===== src/rtl/ov7670_pkg.sv =====
// ov7670_pkg: shared constants, FSM state type and pixel conversion helpers
// for the OV7670 capture block and its frame-buffer neighbours.
//   H_ACTIVE / V_ACTIVE : camera geometry before 2:1 decimation
//   FB_DEPTH / ADDR_W   : shared 320x240 frame buffer and its address width
//   PIX_W               : stored pixel width {R,G,B} 4 bits each
package ov7670_pkg;

   localparam int H_ACTIVE = 640;
   localparam int V_ACTIVE = 480;
   localparam int FB_DEPTH = 76800;
   localparam int ADDR_W   = 17;
   localparam int PIX_W    = 12;

   typedef enum logic [1:0] {
      WAIT_SYNC = 2'd0,
      BLANK     = 2'd1,
      ACTIVE    = 2'd2
   } cap_state_t;

   // hi = RRRRRGGG, lo = GGGBBBBB; keep the top 4 bits of each field.
   function automatic logic [PIX_W-1:0] rgb565_to_444(input logic [7:0] hi,
                                                      input logic [7:0] lo);
      return {hi[7:4], hi[2:0], lo[7], lo[4:1]};
   endfunction

   // Y = (R5 + 2*G6[5:1] + B5) >> 3, replicated into all three channels.
   function automatic logic [PIX_W-1:0] rgb565_to_gray(input logic [7:0] hi,
                                                       input logic [7:0] lo);
      logic [6:0] sum;
      logic [3:0] y;
      sum = {2'b00, hi[7:3]} + {1'b0, hi[2:0], lo[7:6], 1'b0} + {2'b00, lo[4:0]};
      y   = sum[6:3];
      return {y, y, y};
   endfunction

endpackage


===== src/rtl/ov7670_capture_if.sv =====
// ov7670_capture_if: camera parallel bus plus frame-buffer write port.
//   master : camera/source side (drives cam_*, observes fb_* and frame_done)
//   slave  : capture block side (samples cam_*, drives fb_* and frame_done)
interface ov7670_capture_if #(
   parameter int ADDR_W = ov7670_pkg::ADDR_W
);
   import ov7670_pkg::*;

   logic              cam_vsync;
   logic              cam_href;
   logic [7:0]        cam_d;
   logic              fb_we;
   logic [ADDR_W-1:0] fb_addr;
   logic [PIX_W-1:0]  fb_data;
   logic              frame_done;

   modport master (
      output cam_vsync, cam_href, cam_d,
      input  fb_we, fb_addr, fb_data, frame_done
   );

   modport slave (
      input  cam_vsync, cam_href, cam_d,
      output fb_we, fb_addr, fb_data, frame_done
   );

endinterface


===== src/rtl/ov7670_capture_cam_sync_edge.sv =====
// cam_sync_edge: registers the camera bus once on pclk and keeps a second
// delayed copy of vsync/href for edge detection.
//   i_vsync/i_href/i_d : raw camera inputs
//   o_vsync/o_href/o_d : registered copies used for all decisions
//   o_vs_rise/o_vs_fall/o_hr_fall : single-cycle edge flags
module cam_sync_edge (
   input  logic       pclk,
   input  logic       rst_n,
   input  logic       i_vsync,
   input  logic       i_href,
   input  logic [7:0] i_d,
   output logic       o_vsync,
   output logic       o_href,
   output logic [7:0] o_d,
   output logic       o_vs_rise,
   output logic       o_vs_fall,
   output logic       o_hr_fall
);

   logic       r_vs1, r_vs2;
   logic       r_hr1, r_hr2;
   logic [7:0] r_d1;

   always_ff @(posedge pclk or negedge rst_n) begin
      if (!rst_n) begin
         r_vs1 <= 1'b0;
         r_vs2 <= 1'b0;
         r_hr1 <= 1'b0;
         r_hr2 <= 1'b0;
         r_d1  <= 8'h00;
      end else begin
         r_vs1 <= i_vsync;
         r_vs2 <= r_vs1;
         r_hr1 <= i_href;
         r_hr2 <= r_hr1;
         r_d1  <= i_d;
      end
   end

   assign o_vsync   = r_vs1;
   assign o_href    = r_hr1;
   assign o_d       = r_d1;
   assign o_vs_rise = r_vs1 & ~r_vs2;
   assign o_vs_fall = ~r_vs1 & r_vs2;
   assign o_hr_fall = ~r_hr1 & r_hr2;

endmodule


===== src/rtl/ov7670_capture.sv =====
// ov7670_capture: samples the OV7670 RGB565 byte stream, decimates 2:1 in
// both axes and writes 12-bit pixels into the shared frame buffer.
//   pclk, rst_n : camera pixel clock, async active-low reset
//   bus (slave) : cam_vsync/cam_href/cam_d in; fb_we/fb_addr/fb_data and
//                 frame_done out
// Build option: define CAPTURE_GRAY_EN to store {Y,Y,Y} luma instead of RGB444.
//
// state     | meaning
// ----------+-----------------------------------------------------------
// WAIT_SYNC | after reset; skip the partial frame until a vsync rise
// BLANK     | vertical blanking; vsync fall restarts address/counters
// ACTIVE    | capturing lines; vsync rise ends the frame (frame_done)
module ov7670_capture
   import ov7670_pkg::*;
#(
   parameter int H_ACTIVE = ov7670_pkg::H_ACTIVE,
   parameter int V_ACTIVE = ov7670_pkg::V_ACTIVE,
   parameter int FB_DEPTH = ov7670_pkg::FB_DEPTH,
   parameter int ADDR_W   = ov7670_pkg::ADDR_W
) (
   input  logic               pclk,
   input  logic               rst_n,
   ov7670_capture_if.slave    bus
);

   localparam int COL_W = $clog2(H_ACTIVE) + 1;
   localparam int LINE_W = $clog2(V_ACTIVE) + 1;

   logic             w_vsync, w_href;
   logic [7:0]       w_d;
   logic             w_vs_rise, w_vs_fall, w_hr_fall;

   cap_state_t       r_state, w_next;
   logic             w_frame_start, w_frame_end;

   logic             r_phase;
   logic [7:0]       r_hi;
   logic [COL_W-1:0] r_col;
   logic [LINE_W-1:0] r_line;
   logic [ADDR_W:0]  r_wr_cnt;
   logic             w_full;
   logic [PIX_W-1:0] w_pix;

   logic             r_fb_we;
   logic [ADDR_W-1:0] r_fb_addr;
   logic [PIX_W-1:0] r_fb_data;
   logic             r_frame_done;

   cam_sync_edge u_sync (
      .pclk      (pclk),
      .rst_n     (rst_n),
      .i_vsync   (bus.cam_vsync),
      .i_href    (bus.cam_href),
      .i_d       (bus.cam_d),
      .o_vsync   (w_vsync),
      .o_href    (w_href),
      .o_d       (w_d),
      .o_vs_rise (w_vs_rise),
      .o_vs_fall (w_vs_fall),
      .o_hr_fall (w_hr_fall)
   );

   always_ff @(posedge pclk or negedge rst_n) begin
      if (!rst_n) r_state <= WAIT_SYNC;
      else        r_state <= w_next;
   end

   always_comb begin
      w_next        = r_state;
      w_frame_start = 1'b0;
      w_frame_end   = 1'b0;
      case (r_state)
         WAIT_SYNC: if (w_vs_rise) w_next = BLANK;
         BLANK: begin
            if (w_vs_fall) begin
               w_next        = ACTIVE;
               w_frame_start = 1'b1;
            end
         end
         ACTIVE: begin
            if (w_vs_rise) begin
               w_next      = BLANK;
               w_frame_end = 1'b1;
            end
         end
         default: w_next = WAIT_SYNC;
      endcase
   end

   // Write count carries one extra bit so it can reach FB_DEPTH itself.
   assign w_full = (r_wr_cnt >= (ADDR_W+1)'(FB_DEPTH));

`ifdef CAPTURE_GRAY_EN
   assign w_pix = rgb565_to_gray(r_hi, w_d);
`else
   assign w_pix = rgb565_to_444(r_hi, w_d);
`endif

   always_ff @(posedge pclk or negedge rst_n) begin
      if (!rst_n) begin
         r_phase      <= 1'b0;
         r_hi         <= 8'h00;
         r_col        <= '0;
         r_line       <= '0;
         r_wr_cnt     <= '0;
         r_fb_we      <= 1'b0;
         r_fb_addr    <= '0;
         r_fb_data    <= '0;
         r_frame_done <= 1'b0;
      end else begin
         r_fb_we      <= 1'b0;
         r_frame_done <= w_frame_end;
         if (w_frame_start) begin
            r_phase   <= 1'b0;
            r_col     <= '0;
            r_line    <= '0;
            r_wr_cnt  <= '0;
            r_fb_addr <= '0;
         end else if (r_state == ACTIVE && !w_vs_rise) begin
            if (w_href) begin
               if (!r_phase) begin
                  r_hi    <= w_d;
                  r_phase <= 1'b1;
               end else begin
                  r_phase <= 1'b0;
                  r_col   <= r_col + 1'b1;
                  if (!r_col[0] && !r_line[0] && !w_full) begin
                     r_fb_we   <= 1'b1;
                     r_fb_data <= w_pix;
                     r_fb_addr <= r_wr_cnt[ADDR_W-1:0];
                     r_wr_cnt  <= r_wr_cnt + 1'b1;
                  end
               end
            end else begin
               r_phase <= 1'b0;
               r_col   <= '0;
            end
            if (w_hr_fall) r_line <= r_line + 1'b1;
         end else begin
            // Outside capture (or on a mid-line vsync rise) a half pixel is dropped.
            r_phase <= 1'b0;
         end
      end
   end

   assign bus.fb_we      = r_fb_we;
   assign bus.fb_addr    = r_fb_addr;
   assign bus.fb_data    = r_fb_data;
   assign bus.frame_done = r_frame_done;

endmodule


===== src/flat_wrapper.sv =====
// flat-port wrapper written by rule: the top's interface ports become plain ports
module ov7670_capture_flat import ov7670_pkg::*;
#(
   parameter int H_ACTIVE = ov7670_pkg::H_ACTIVE,
   parameter int V_ACTIVE = ov7670_pkg::V_ACTIVE,
   parameter int FB_DEPTH = ov7670_pkg::FB_DEPTH,
   parameter int ADDR_W   = ov7670_pkg::ADDR_W
)
  (pclk, rst_n, bus_cam_vsync, bus_cam_href, bus_cam_d, bus_fb_we, bus_fb_addr, bus_fb_data, bus_frame_done);
  ov7670_capture_if #(.ADDR_W(ADDR_W)) bus_i ();
  input  logic pclk;
  input  logic rst_n;
  input wire logic [$bits(bus_i.cam_vsync)-1:0] bus_cam_vsync;
  input wire logic [$bits(bus_i.cam_href)-1:0] bus_cam_href;
  input wire logic [$bits(bus_i.cam_d)-1:0] bus_cam_d;
  output wire logic [$bits(bus_i.fb_we)-1:0] bus_fb_we;
  output wire logic [$bits(bus_i.fb_addr)-1:0] bus_fb_addr;
  output wire logic [$bits(bus_i.fb_data)-1:0] bus_fb_data;
  output wire logic [$bits(bus_i.frame_done)-1:0] bus_frame_done;
  assign bus_i.cam_vsync = bus_cam_vsync;
  assign bus_i.cam_href = bus_cam_href;
  assign bus_i.cam_d = bus_cam_d;
  assign bus_fb_we = bus_i.fb_we;
  assign bus_fb_addr = bus_i.fb_addr;
  assign bus_fb_data = bus_i.fb_data;
  assign bus_frame_done = bus_i.frame_done;
  ov7670_capture #(.H_ACTIVE(H_ACTIVE), .V_ACTIVE(V_ACTIVE), .FB_DEPTH(FB_DEPTH), .ADDR_W(ADDR_W)) u_core (.pclk(pclk), .rst_n(rst_n), .bus(bus_i));
endmodule

===== config.mk =====
export PLATFORM = sky130hd
export DESIGN_NAME = ov7670_capture_flat
export DESIGN_NICKNAME = d
export VERILOG_FILES = /design/src/rtl/ov7670_pkg.sv /design/src/rtl/ov7670_capture_if.sv /design/src/rtl/ov7670_capture_cam_sync_edge.sv /design/src/rtl/ov7670_capture.sv /design/src/flat_wrapper.sv
export SDC_FILE = /design/constraint.sdc
export NUM_CORES = 1
export LEC_CHECK = 0
export CAP_MARGIN = 0
export CORE_ASPECT_RATIO = 1.1
export CORE_MARGIN = 2
export CORE_UTILIZATION = 62
export CTS_CLUSTER_SIZE = 24
export DETAILED_ROUTE_END_ITERATION = 10
export DONT_BUFFER_PORTS = 1
export MAX_ROUTING_LAYER = met4
export PLACE_DENSITY = 0.84
export SLEW_MARGIN = 20
export SYNTH_ARGS = -nofsm -noshare
export SYNTH_HDL_FRONTEND = slang
export SYNTH_HIERARCHICAL = 1
export SYNTH_SLANG_ARGS = --single-unit

===== constraint.sdc =====
create_clock -name pclk -period 2.19 [get_ports pclk]
set_clock_uncertainty 0.1 [all_clocks]
set_input_delay 0.438 -clock pclk [delete_from_list [all_inputs] [get_ports pclk]]
set_output_delay 0.438 -clock pclk [all_outputs]
set_load 0.03 [all_outputs]

# Word-level counts from Yosys, hierarchy flattened
# Cells that the tools add are included.
[totals]
elab_cells = 85
reg_bits = 93
in_bits = 12
out_inout_bits = 31
[classes]
bitwise_logic = 8
mux = 33
magnitude_cmp = 1
n_reduce_logical = 20
eq_ne = 5
n_addsub = 3
[ops]
columns = ["op", "count"]
rows = [
  ["$mux W18", 5],
  ["$mux W17", 5],
  ["$mux W11", 4],
  ["$mux W10", 3],
  ["$add A18 B1 Y18 const B", 1],
  ["$ge A18 B17 Y1 const B", 1],
  ["$mux W1", 13],
  ["$add A11 B1 Y11 const B", 1],
  ["$add A10 B1 Y10 const B", 1],
  ["$reduce_bool A2 Y1", 5],
  ["$reduce_and A4 Y1", 2],
  ["$reduce_and A2 Y1", 3],
  ["$not A1 Y1", 5],
  ["$reduce_and A5 Y1", 1],
  ["$logic_not A1 Y1", 4],
  ["$mux W2", 2],
  ["$pmux W2 S2", 1],
  ["$and A1 B1 Y1", 3],
  ["$logic_and A1 B1 Y1", 3],
  ["$ne A3 B1 Y1 const B", 1],
  ["$eq A2 B1 Y1 const B", 1],
  ["$eq A2 B2 Y1 const B", 1],
  ["$logic_not A2 Y1", 1],
  ["$ne A2 B1 Y1 const B", 1],
  ["other kinds (2)", 2],
]

# Longest topological paths before layout
[logic_depth]
word_depth = 8
mapped_depth = 8

# By module
# Netlist, hierarchy kept.
[by_module_without_submodules]
columns = ["mod", "cells_each", "n_inst", "area_each_um2"]
rows = [
  ["ov7670_capture", 262, 1, 2672.6],
  ["cam_sync_edge", 15, 1, 321.6],
]

# Worst setup path after synthesis
# OpenSTA, ideal clock, no wires.
[synth_path]
path_kind = "register -> register"
startpoint = "register u_core.u_sync.r_vs1 (netlist: u_core/u_sync/o_vsync)"
endpoint = "register u_core.r_hi[0]"
required_time_ns = 1.965
stages_incl_launch_ff = 6
setup_time_ns = 0.125
synth_period_minus_slack_ns = 1.812
arrival_time_ns = 1.587
setup_slack_ns = 0.378
path_cell_list = "dfrtp_1 -> nor2b_1 -> and4bb_2 -> nor2b_1 -> clkbuf_1 -> mux2_2"
[synth_lines]
columns = ["item", "line", "source"]
rows = [
  ["start, declared", "ov7670_capture_cam_sync_edge.sv:20", "logic r_vs1, r_vs2;"],
  ["start signal, assigned", "ov7670_capture_cam_sync_edge.sv:32", "r_vs1 <= i_vsync;"],
  ["$and A1 B1 Y1", "ov7670_capture_cam_sync_edge.sv:43", "assign o_vs_rise = r_vs1 & ~r_vs2;"],
  ["net u_core.w_vs_rise", "ov7670_capture.sv:31", "logic w_vs_rise, w_vs_fall, w_hr_fall;"],
  ["$logic_not A1 Y1", "ov7670_capture.sv:119", "end else if (r_state == ACTIVE && !w_vs_rise) begin"],
  ["$logic_and A1 B1 Y1", "ov7670_capture.sv:119", ""],
  ["$reduce_and A4 Y1 (no line)", "n/a", ""],
  ["end signal, assigned", "ov7670_capture.sv:122", "r_hi <= w_d;"],
  ["end, declared", "ov7670_capture.sv:37", "logic [7:0] r_hi;"],
]
# The timed path passes the listed nets, and every way through them passes these cells.
# A chain may end at the register's enable or synchronous reset.

# Final worst setup path
[layout_path]
startpoint = "register u_core.r_wr_cnt[11]"
endpoint = "register u_core.r_wr_cnt[8]"
[layout_via]
elab_chain_len = 5
[layout_rtl]
columns = ["item", "line", "source"]
rows = [
  ["start, declared", "ov7670_capture.sv:40", "logic [ADDR_W:0] r_wr_cnt;"],
  ["start signal, assigned", "ov7670_capture.sv:131", "r_wr_cnt <= r_wr_cnt + 1'b1;"],
  ["$ge A18 B17 Y1", "ov7670_capture.sv:91", "assign w_full = (r_wr_cnt >= (ADDR_W+1)'(FB_DEPTH));"],
  ["$logic_not A1 Y1", "ov7670_capture.sv:127", "if (!r_col[0] && !r_line[0] && !w_full) begin"],
  ["$logic_and A1 B1 Y1", "ov7670_capture.sv:127", ""],
  ["$reduce_bool A2 Y1 (no line)", "n/a", ""],
  ["$reduce_and A4 Y1 (no line)", "n/a", ""],
]
# Every way passes these cells.

==> implementation parameters <==
Parameter                              Value

Synth
  Cell count after synthesis    roughly 280
  Number of enable flip-flop cells after synthesis    0
  Most frequently used cell type in the post-synthesis netlist    sky130_fd_sc_hd__dfrtp_1
  Share of the synthesized area in the top cell type    61.0%
  Post-synthesis cell area    between 2000 and 3000 um2
  Synth Flop Type    sky130_fd_sc_hd__dfrtp_1
  Count of different cell masters after synthesis    40
  Seq/Total Area, Yosys    61.0%
  Average cell area after synthesis    approximately 11 um2
  Total number of yosys warnings    6
  Synth cell count leaders    73 x sky130_fd_sc_hd__dfrtp_1, 71 x sky130_fd_sc_hd__nand2_1, 26 x sky130_fd_sc_hd__nand3_1
  Seq cells post-synth    73
  Cell taking the most area after synthesis    sky130_fd_sc_hd__dfrtp_1
  Proportion of synthesized flip-flops having asynchronous set or reset    100%
  Most area-consuming cells after synthesis    sky130_fd_sc_hd__dfrtp_1 61%, sky130_fd_sc_hd__nand2_1 8.9%, sky130_fd_sc_hd__nand3_1 4.3%
  Number of nets produced by synthesis    slightly below 300

Floorplanning
  Core region area    between 4000 and 5000 um2
  Chip height    slightly below 80 um
  Die area    approximately 5400 um2
  Total number of placement rows    26
  Initial core utilization    64.4%
  Chip Width    approximately 70 um
  Number of I/O pins    43

Power
  Portion of total power attributed to combinational logic    under 10%
  Switching power    approximately 660 uW
  Switching power as a share of total power    22.0%
  Static leakage    ~0.0016 uW
  Power per Cell Area    between 800 and 900 nW/um2
  Total power    3000 uW
  Cell internal power dissipation    2340 uW
  Sequential Power Share    between 50% and 60%
  Clock network fraction of design power    42.2%
  Maximum vdd drop    between 700 and 800 uV

Critical path
  WP data arrival    roughly 2.3 ns
  Crit path capture type    flip-flop
  Startpoint type of the worst setup path    flip-flop
  Category of the critical setup timing path    flip-flop to flip-flop
  Top fanout value on the critical path    9
  Required time of the worst setup path    between 2 and 2.5 ns

Run status
  Run status    complete, but fails checks
  Violations in the final reports    hold timing

Final layout
  Final std cells w/o fill    between 300 and 400
  Fill cell count    320
  Proportion of layout cells with a drive suffix above 1    15.5%
  Final #Nets    about 300
  Total inserted antenna cells    0
  Synthesis-to-finish area growth    13.5%

Timing
  Final setup violating endpoints    0
  Setup repair after global routing missed its margin    yes
  Number of slew-limit violations in the final report    0
  Achievable frequency    around 0.47 GHz
  Headroom to the max-slew limit    60.7%
  Final Hold Slack    -0.323 ns
  Min Clock Period, post-route    2.14 ns
  Transition time at the pin with the least slew margin    around 0.59 ns
  Number of endpoints with negative hold slack in the final report    73
  Fraction of the cycle the final worst path needs    a little over nine tenths

Global routing
  Maximum number of pins on one net before global-route repair    74
  Number of global-route vias before repair    about 2,000
  Wire length of the first global-routing pass    9.48 mm
  Number of antenna violations at the first check in global routing    0
  Global-route usage over all layers    23.4%
  Remaining Overflow, GRT    0

Route
  Total via count in the routed design    2,139
  Post-route antenna net violation count    0
  Routed wire length per instance    approximately 17 um
  DRC violations left    0
  Initial DRC Count    220
  Final routed wirelength across all metal layers    around 5.9 mm
  Via count normalized by instance count    ~6
  Router iterations before antenna repair    4

Placed design
  Total of buffers placed on input and output ports    0
  Routability congestion estimate from global placement    about 0.82
  Placed Cells    ~330
  DP HPWL    approximately 3.5 mm

Clocking
  Clock-pin slew reported for the worst setup and hold paths after clock tree synthesis    0.08 ns
  Clock Sinks    73
  TritonCTS buffer count    9
  Number of H-tree levels    3
  Max clock buf depth    2
  Buffer type at the clock tree root    sky130_fd_sc_hd__clkbuf_8
  Clock tree from TritonCTS    yes
  Clock Latency Late Sink    between 0.3 and 0.4 ns
  Number of buffers added for setup after CTS    0

Run
  Max-cap viol count    0

Worst hold path
  Classification of the worst-slack hold path    primary input to asynchronous set/reset pin
registers in the layout (all words and copies together), names as in the netlist:
name,flops
u_core/u_sync/o_vsync,1
u_core/r_phase,1
u_core/bus.fb_addr,17
u_core/u_sync/o_href,1
u_core/u_sync/o_d,8
u_core/r_line,1
u_core/bus.fb_data,12
u_core/bus.fb_we,1
u_core/r_col,1
u_core/bus.frame_done,1
u_core/r_hi,7
u_core/r_wr_cnt,18
u_core/r_state,2
u_core/u_sync/r_hr2,1
u_core/u_sync/r_vs2,1
critical path, stage by stage, from the launching register on:
cell and delay, ns:
sky130_fd_sc_hd__dfrtp_1 0.46, sky130_fd_sc_hd__a2111oi_4 0.54, sky130_fd_sc_hd__nor2_1 0.24, sky130_fd_sc_hd__or4_1 0.55, sky130_fd_sc_hd__a21oi_1 0.17
layout by cell type (no fill, tap or decap), types with 3 or more instances in the layout:
cell / Yosys / layout
sky130_fd_sc_hd__dfrtp_1: 73 / 73
sky130_fd_sc_hd__nand2_1: 71 / 71
sky130_fd_sc_hd__nand3_1: 26 / 26
sky130_fd_sc_hd__a21oi_1: 14 / 14
sky130_fd_sc_hd__clkbuf_8: 1 / 10
sky130_fd_sc_hd__o21ai_0: 10 / 10
sky130_fd_sc_hd__o31ai_1: 10 / 10
sky130_fd_sc_hd__or4_1: 9 / 9
sky130_fd_sc_hd__mux2_2: 8 / 8
sky130_fd_sc_hd__buf_4: 1 / 8
sky130_fd_sc_hd__dlygate4sd3_1: 0 / 7
sky130_fd_sc_hd__inv_1: 6 / 5
sky130_fd_sc_hd__nor2_1: 5 / 5
sky130_fd_sc_hd__nor2b_1: 4 / 4
sky130_fd_sc_hd__clkinv_2: 0 / 3
sky130_fd_sc_hd__bufinv_16: 0 / 3
sky130_fd_sc_hd__or3_1: 3 / 3
final timing paths:
check	endpoint	slack (ns)	start	cells past startpoint
min in group pclk	u_core/u_sync/o_d[5]	0.02	bus_cam_d[5]	0
min reg2reg	u_core/u_sync/r_vs2	0.29	u_core/u_sync/o_vsync	0
min	u_core/bus.fb_addr[7]	-0.32	rst_n	0
max in group asynchronous	u_core/bus.fb_addr[12]	2.19	rst_n	0
max	u_core/r_wr_cnt[8]	0.05	u_core/r_wr_cnt[11]	4
max reg2reg	u_core/r_wr_cnt[8]	0.05	u_core/r_wr_cnt[11]	4
per-layer routing:
layer,up-vias,global-route usage (%),share of wire (%)
li1,996,-,-
met1,1050,31.7,44
met2,78,34.6,49
met3,15,6.96,5.1
met4,0,7.50,1.6
met5,-,-,0
power groups by stage:
stage               Clock [uW]  Combinational [uW]  Sequential (uW)
CTS                       1280                 163             1560
floorplan                    0                 135             1560
global route              1340                 195             1570
finish                    1270                 176             1560
detailed placement           0                 158             1580
global placement             0                 151             1570
per-stage QoR:
stage          setup TNS, ns  utilization (%)  cell area, um2  worst slack (ns)
6_report                   0             73.1            3400            0.0538
4_1_cts                    0             71.1            3310            0.0457
3_5_place_dp               0             65.9            3060            0.0976
3_3_place_gp               0             65.9            3060             0.165
2_1_floorplan              0                -            2990             0.378
5_1_grt              -0.0639             73.1            3400           -0.0422
timing repair:
item / CTS / global route
endpoints found under the setup margin: 0 / 28
resized for setup: 0 / 2
endpoints found under the hold margin: 73 / 80
cell families (layout without fill, tap and decap cells):
logic type	Yosys count	count (layout)	share of synthesized area, %
flops	73	73	61.0
mux	9	9	3.34
compound gates	38	39	8.53
buf+inv	18	37	3.05
xor+xnor	1	1	0.293
simple gates	136	136	22.9
fa+ha+maj	2	2	0.836
area by class of cell:
cell class / count / area, um2 / share of cell area [%]
Sequential cell: 73 / 1830 / 53.8
Multi-Input combinational cell: 187 / 1110 / 32.5
Clock buffer: 10 / 138 / 4.05
Timing Repair Buffer: 15 / 130 / 3.83
Clock inverter: 6 / 105 / 3.09
Tap cell: 56 / 70.1 / 2.06
Inverter: 6 / 22.5 / 0.663
No activity file was read; power rests on OpenSTA's default activity.
